[config.mk]
export PLATFORM = sky130hd
export DESIGN_NAME = intc_8src_flat
export DESIGN_NICKNAME = d
export VERILOG_FILES = /design/src/rtl/intc_pkg.sv /design/src/rtl/intc_if.sv /design/src/rtl/prio_enc_v8.sv /design/src/rtl/intc_8src.sv /design/src/flat_wrapper.sv
export SDC_FILE = /design/constraint.sdc
export NUM_CORES = 1
export LEC_CHECK = 0
export BUFFER_PORTS_ARGS = -buffer_cell sky130_fd_sc_hd__buf_4
export CAP_MARGIN = 20
export CORE_ASPECT_RATIO = 0.5
export CORE_MARGIN = 2
export CORE_UTILIZATION = 49
export DETAILED_ROUTE_END_ITERATION = 12
export PLACE_DENSITY_LB_ADDON = 0.25
export SYNTH_ARGS = -nofsm -noshare
export SYNTH_HDL_FRONTEND = slang
export SYNTH_SLANG_ARGS = --single-unit
[constraint.sdc]
create_clock -name clk -period 2.38 [get_ports clk]
set_clock_uncertainty 0.15 [all_clocks]
set_input_delay 0.238 -clock clk [delete_from_list [all_inputs] [get_ports clk]]
set_output_delay 0.238 -clock clk [all_outputs]
set_load 0.02 [all_outputs]
[src/rtl/intc_pkg.sv]
// Shared constants and types for the eight-source interrupt controller.
package intc_pkg;

  localparam int unsigned N_SRC = 8;
  localparam int unsigned IDW   = 3;

  typedef enum logic [1:0] {
    IDLE    = 2'd0,
    REQ     = 2'd1,
    SERVICE = 2'd2
  } intc_state_t;

  // Edge-history resets high so lines already asserted at reset release are ignored.
  localparam logic [N_SRC-1:0] MASK_RST = 8'hFF;
  localparam logic [N_SRC-1:0] PREV_RST = 8'hFF;

endpackage

[src/rtl/intc_if.sv]
// CPU/source-side signal bundle of the interrupt controller.
interface intc_if;

  logic [intc_pkg::N_SRC-1:0] irq_in;
  logic                       mask_we;
  logic [intc_pkg::N_SRC-1:0] mask_wdata;
  logic                       int_ack;
  logic                       eoi;
  logic                       int_req;
  logic [intc_pkg::IDW-1:0]   int_id;
  logic                       in_service;
  logic [intc_pkg::N_SRC-1:0] pending;
  logic [intc_pkg::N_SRC-1:0] mask;

  modport master (
    output irq_in, mask_we, mask_wdata, int_ack, eoi,
    input  int_req, int_id, in_service, pending, mask
  );

  modport slave (
    input  irq_in, mask_we, mask_wdata, int_ack, eoi,
    output int_req, int_id, in_service, pending, mask
  );

endinterface

[src/rtl/prio_enc_v8.sv]
// Lowest-set-bit priority encoder over 8 bits; all-zero gives idx=0, valid=0.
module prio_enc_v8
  import intc_pkg::*;
(
  input  logic [N_SRC-1:0] vec,
  output logic [IDW-1:0]   idx,
  output logic             valid
);

  // Scan high to low so the lowest set bit is the last assignment to win.
  always_comb begin
    idx   = '0;
    valid = |vec;
    for (int i = N_SRC - 1; i >= 0; i--) begin
      if (vec[i]) idx = IDW'(i);
    end
  end

endmodule

[src/rtl/intc_8src.sv]
// Eight-source edge-triggered interrupt controller with fixed priority and
// a request/ack/end-of-interrupt handshake, one interrupt in service at a time.
module intc_8src
  import intc_pkg::*;
(
  input  logic   clk,
  input  logic   rst_n,
  intc_if.slave  bus
);

  logic [N_SRC-1:0] prev_q;
  logic [N_SRC-1:0] pending_q;
  logic [N_SRC-1:0] mask_q;
  logic [N_SRC-1:0] irq_edge;
  logic [N_SRC-1:0] eligible;
  logic [N_SRC-1:0] pending_clr;
  logic [IDW-1:0]   sel;
  logic             valid;
  logic [IDW-1:0]   int_id_q;
  logic             int_req_q;
  logic             in_service_q;
  intc_state_t      state_q;

  assign irq_edge = bus.irq_in & ~prev_q;
  assign eligible = pending_q & ~mask_q;

  prio_enc_v8 u_prio (
    .vec   (eligible),
    .idx   (sel),
    .valid (valid)
  );

  // Acknowledge retires the presented source's pending bit.
  always_comb begin
    pending_clr = '0;
    if (state_q == REQ && bus.int_ack) pending_clr[int_id_q] = 1'b1;
  end

  always_ff @(posedge clk) begin
    if (!rst_n) begin
      prev_q       <= PREV_RST;
      pending_q    <= '0;
      mask_q       <= MASK_RST;
      state_q      <= IDLE;
      int_req_q    <= 1'b0;
      int_id_q     <= '0;
      in_service_q <= 1'b0;
    end else begin
      prev_q <= bus.irq_in;
      // A new edge in the clearing cycle keeps the bit set.
      pending_q <= (pending_q & ~pending_clr) | irq_edge;
      if (bus.mask_we) mask_q <= bus.mask_wdata;

      case (state_q)
        IDLE: begin
          if (valid) begin
            state_q   <= REQ;
            int_req_q <= 1'b1;
            int_id_q  <= sel;
          end
        end
        REQ: begin
          if (bus.int_ack) begin
            state_q      <= SERVICE;
            int_req_q    <= 1'b0;
            in_service_q <= 1'b1;
          end else if (!eligible[int_id_q]) begin
            state_q   <= IDLE;
            int_req_q <= 1'b0;
          end
        end
        SERVICE: begin
          if (bus.eoi) begin
            state_q      <= IDLE;
            in_service_q <= 1'b0;
          end
        end
        default: begin
          state_q      <= IDLE;
          int_req_q    <= 1'b0;
          in_service_q <= 1'b0;
        end
      endcase
    end
  end

  assign bus.int_req    = int_req_q;
  assign bus.int_id     = int_id_q;
  assign bus.in_service = in_service_q;
  assign bus.pending    = pending_q;
  assign bus.mask       = mask_q;

endmodule

[src/flat_wrapper.sv]
// flat-port wrapper written by rule: the top's interface ports become plain ports
module intc_8src_flat import intc_pkg::*;
  (clk, rst_n, bus_irq_in, bus_mask_we, bus_mask_wdata, bus_int_ack, bus_eoi, bus_int_req, bus_int_id, bus_in_service, bus_pending, bus_mask);
  intc_if bus_i ();
  input  logic clk;
  input  logic rst_n;
  input wire logic [$bits(bus_i.irq_in)-1:0] bus_irq_in;
  input wire logic [$bits(bus_i.mask_we)-1:0] bus_mask_we;
  input wire logic [$bits(bus_i.mask_wdata)-1:0] bus_mask_wdata;
  input wire logic [$bits(bus_i.int_ack)-1:0] bus_int_ack;
  input wire logic [$bits(bus_i.eoi)-1:0] bus_eoi;
  output wire logic [$bits(bus_i.int_req)-1:0] bus_int_req;
  output wire logic [$bits(bus_i.int_id)-1:0] bus_int_id;
  output wire logic [$bits(bus_i.in_service)-1:0] bus_in_service;
  output wire logic [$bits(bus_i.pending)-1:0] bus_pending;
  output wire logic [$bits(bus_i.mask)-1:0] bus_mask;
  assign bus_i.irq_in = bus_irq_in;
  assign bus_i.mask_we = bus_mask_we;
  assign bus_i.mask_wdata = bus_mask_wdata;
  assign bus_i.int_ack = bus_int_ack;
  assign bus_i.eoi = bus_eoi;
  assign bus_int_req = bus_i.int_req;
  assign bus_int_id = bus_i.int_id;
  assign bus_in_service = bus_i.in_service;
  assign bus_pending = bus_i.pending;
  assign bus_mask = bus_i.mask;
  intc_8src u_core (.clk(clk), .rst_n(rst_n), .bus(bus_i));
endmodule
==> impl_results.md <==
* Unrepaired setup endpoints after global routing: false
* Die Y at 40.7 microns
* CP Capture Type: flip-flop
* DR vias/cell at 4.94
* CTS buffer count at 5
* WL/cell at 12.8 microns
* H-tree Lvls at 2
* First-pass GRT wire length at roughly 4.4 mm
* Leak Pwr at approximately 0.00076 uW
* CTS tree: done
* Max cap viols at 0
* Net Count, Synth at roughly 160
* Die width at slightly below 80 microns
* Crit path to: u_core.bus.int_req
* Number of synthesized register bits at 31
* Multi-input logic area at approximately 660 sq um
* Post-Syn Instances at between 100 and 150
* Setup Buffers After CTS at 0
* Slowest stage delay, CP at 0.57 ns
* CTS clk-pin slew, worst paths at 0.07 ns
* Setup TNS at 0 ns
* First-pass iteration count of the detailed router at 4
* Initial Util at 51.4%
* Fillers at approximately 220
* CP required at ~2.4 ns
* Async set or reset register ratio after synthesis at 0%
* Synth cell types at 32
* CP Max Fanout at 10
* Post-Place Cell Area at 1640 sq um
* GR Util All Layers at about a fifth
* Warnings, synthesis at 0
* Final nets at roughly 210
* Crit. Startpoint: u_core.bus.int_id[0]
* Top-area cell type share of the netlist area at 47.0%
* Worst hold-check path type: in2reg
* Hold buffer count at CTS at 6
* Core Area at roughly 2600 sq um
* Max Slew Vio Count at 0
* Worst slew margin at 67.9%
* Fin crit period at between 1.5 and 2 ns
* Pwr/cell area at 637 nW/um^2
* Avg Cell Area, Syn at just under 10 sq um
* Diode count at 0
* WP data arrival at 1.89 ns
* DRC at 0
* Root cell of the clock tree: clkbuf_8
* Initial antenna violation count at 0
* Post-DP HPWL at roughly 2.1 mm
* ANT nets after route at 0
* Fmax at roughly 0.53 GHz
* Final design utilization at 70.2%
* Post-CTS sizing at 0
* Critical path type: reg2reg
* Synth top area cells: dfxtp_1 47%, nand2b_1 10%, mux2i_1 6.1%, a21boi_0 4.5%, nand2_1 4.0%
* Post-Syn Area at roughly 1300 sq um
* Sequential fraction of the synthesis area at between 40% and 50%
* R2r endpoint: u_core.bus.int_req
* Largest net degree at the start of global routing at 34
* Critical Path, Cell by Cell: mux4_2 > a2bb2oi_2 > nor4b_1 > a211o_1
* CTS sink cnt at 31
* # IOs at 42
* Synth-to-Final Area Change at 36.6%
* Final WL at between 2 and 3 mm
* Final worst-path cycle share at 78.7%
* Overflow after GRT at 0
* Cell taking the most area after synthesis: dfxtp_1
* Vias in the first global route at 930
* Most instantiated library cell after synthesis: dfxtp_1
* Post-synth top cells: 31 x dfxtp_1, 21 x nand2b_1, 14 x nand2_1
* Cell area after layout at approximately 1800 sq um
* # rows at 13
* Setup Viol. Count Final at 0
* CTS max path bufs at 2
* Status: finished clean
* Gp weighted congestion at approximately 0.86
* Slew @ Worst Pin at around 0.47 ns
* Post-synth EDFFs at 0
* DR iter-0 viols at 101
* CP max-delay cell: mux4_2
* Power consumption at about 1100 uW
* Worst-skew pair later-pin latency at ~0.28 ns
* Worst R2R Setup Slack at a little over 0.5 ns
* R2R cell count at 4
* Final hold slack at ~0.016 ns
* Critical Path Start Type: flip-flop
* Register cell area after layout at ~620 sq um
* Worst r2r src: u_core.bus.int_id[0]
* Die area at 3150 sq um
* Share of layout cells above drive strength 1 at roughly 30%
* Top_reg_cell synth: dfxtp_1
* Port bufs at 41
* Vias at roughly 1100
* Final hold vios at 0
* VDD IR-drop max at 531 uV
## power by group
part | leakage (uW) | internal [uW] | switching, uW
combinational | 0.000467 | 94.7 | 80.8
sequential | 0.000256 | 549 | 24.5
clock | 0.0000402 | 203 | 197
## registers in the layout, summed over array words and instances, names as in the netlist
signal,count
u_core.prev_q,8
u_core.bus.int_req,1
u_core.bus.mask,8
u_core.bus.pending,8
u_core.state_q,2
u_core.bus.int_id,3
u_core.bus.in_service,1
## kinds of logic after synthesis
kind of cell    synth area share (%)
simple gates                    25.1
compound gates                  17.3
flops                           47.0
mux                             7.77
buf+inv                         2.84
## cell usage in the layout (no fill, tap or decap), drive strengths merged, types with 4 or more instances in the layout
cell type and instances:
buf 41, dfxtp 31, nand2b 21, nand2 14, o21ai 9, a21boi 8, mux2i 8, nor2b 8
dlygate4sd3 7, clkbuf 5, a21oi 4, nor2 4
## layer usage
layer	wire (microns)	part of all wire, %	vias to the layer above	track usage [%]
met3	240	8.4	4	8.59
met5	0	0	-	0
met2	1170	41	44	27.8
met1	1440	50	483	27.1
li1	-	-	576	-
met4	10	0.35	0	4.02
## worst min-delay path by stage
stage,depth (start not counted),end,startpoint
global placement,2,u_core.prev_q[0],bus_irq_in[0]
floorplan,1,u_core.prev_q[0],bus_irq_in[0]
CTS,2,u_core.prev_q[5],bus_irq_in[5]
global route,2,u_core.prev_q[3],bus_irq_in[3]
detailed placement,2,u_core.prev_q[7],bus_irq_in[7]
finish,2,u_core.prev_q[3],bus_irq_in[3]
## stage by stage
step	worst slack, ns	cells
after floorplan	0.551	137
after detailed placement	0.527	209
after global placement	0.585	209
after CTS	0.505	223
after global routing	0.356	224
final	0.507	224
## layout make-up
cell class | count | area share, %
clock buffers | 5 | 3.82
clock inverters | 3 | 1.11
inverters | 2 | 0.416
multi-input cells | 98 | 36.7
flip-flops and latches | 31 | 34.4
well taps | 37 | 2.57
repair buffers | 48 | 21.0
## worst max-delay path, delay by kind of cell (launching register included)
family           cells  cell delay (ns)
AO/OA/AOI/OAI        2             0.45
multiplexers         1             0.57
AND/OR/NAND/NOR      1             0.08
flip-flops           1             0.51
(Power assumes the default switching activity.)
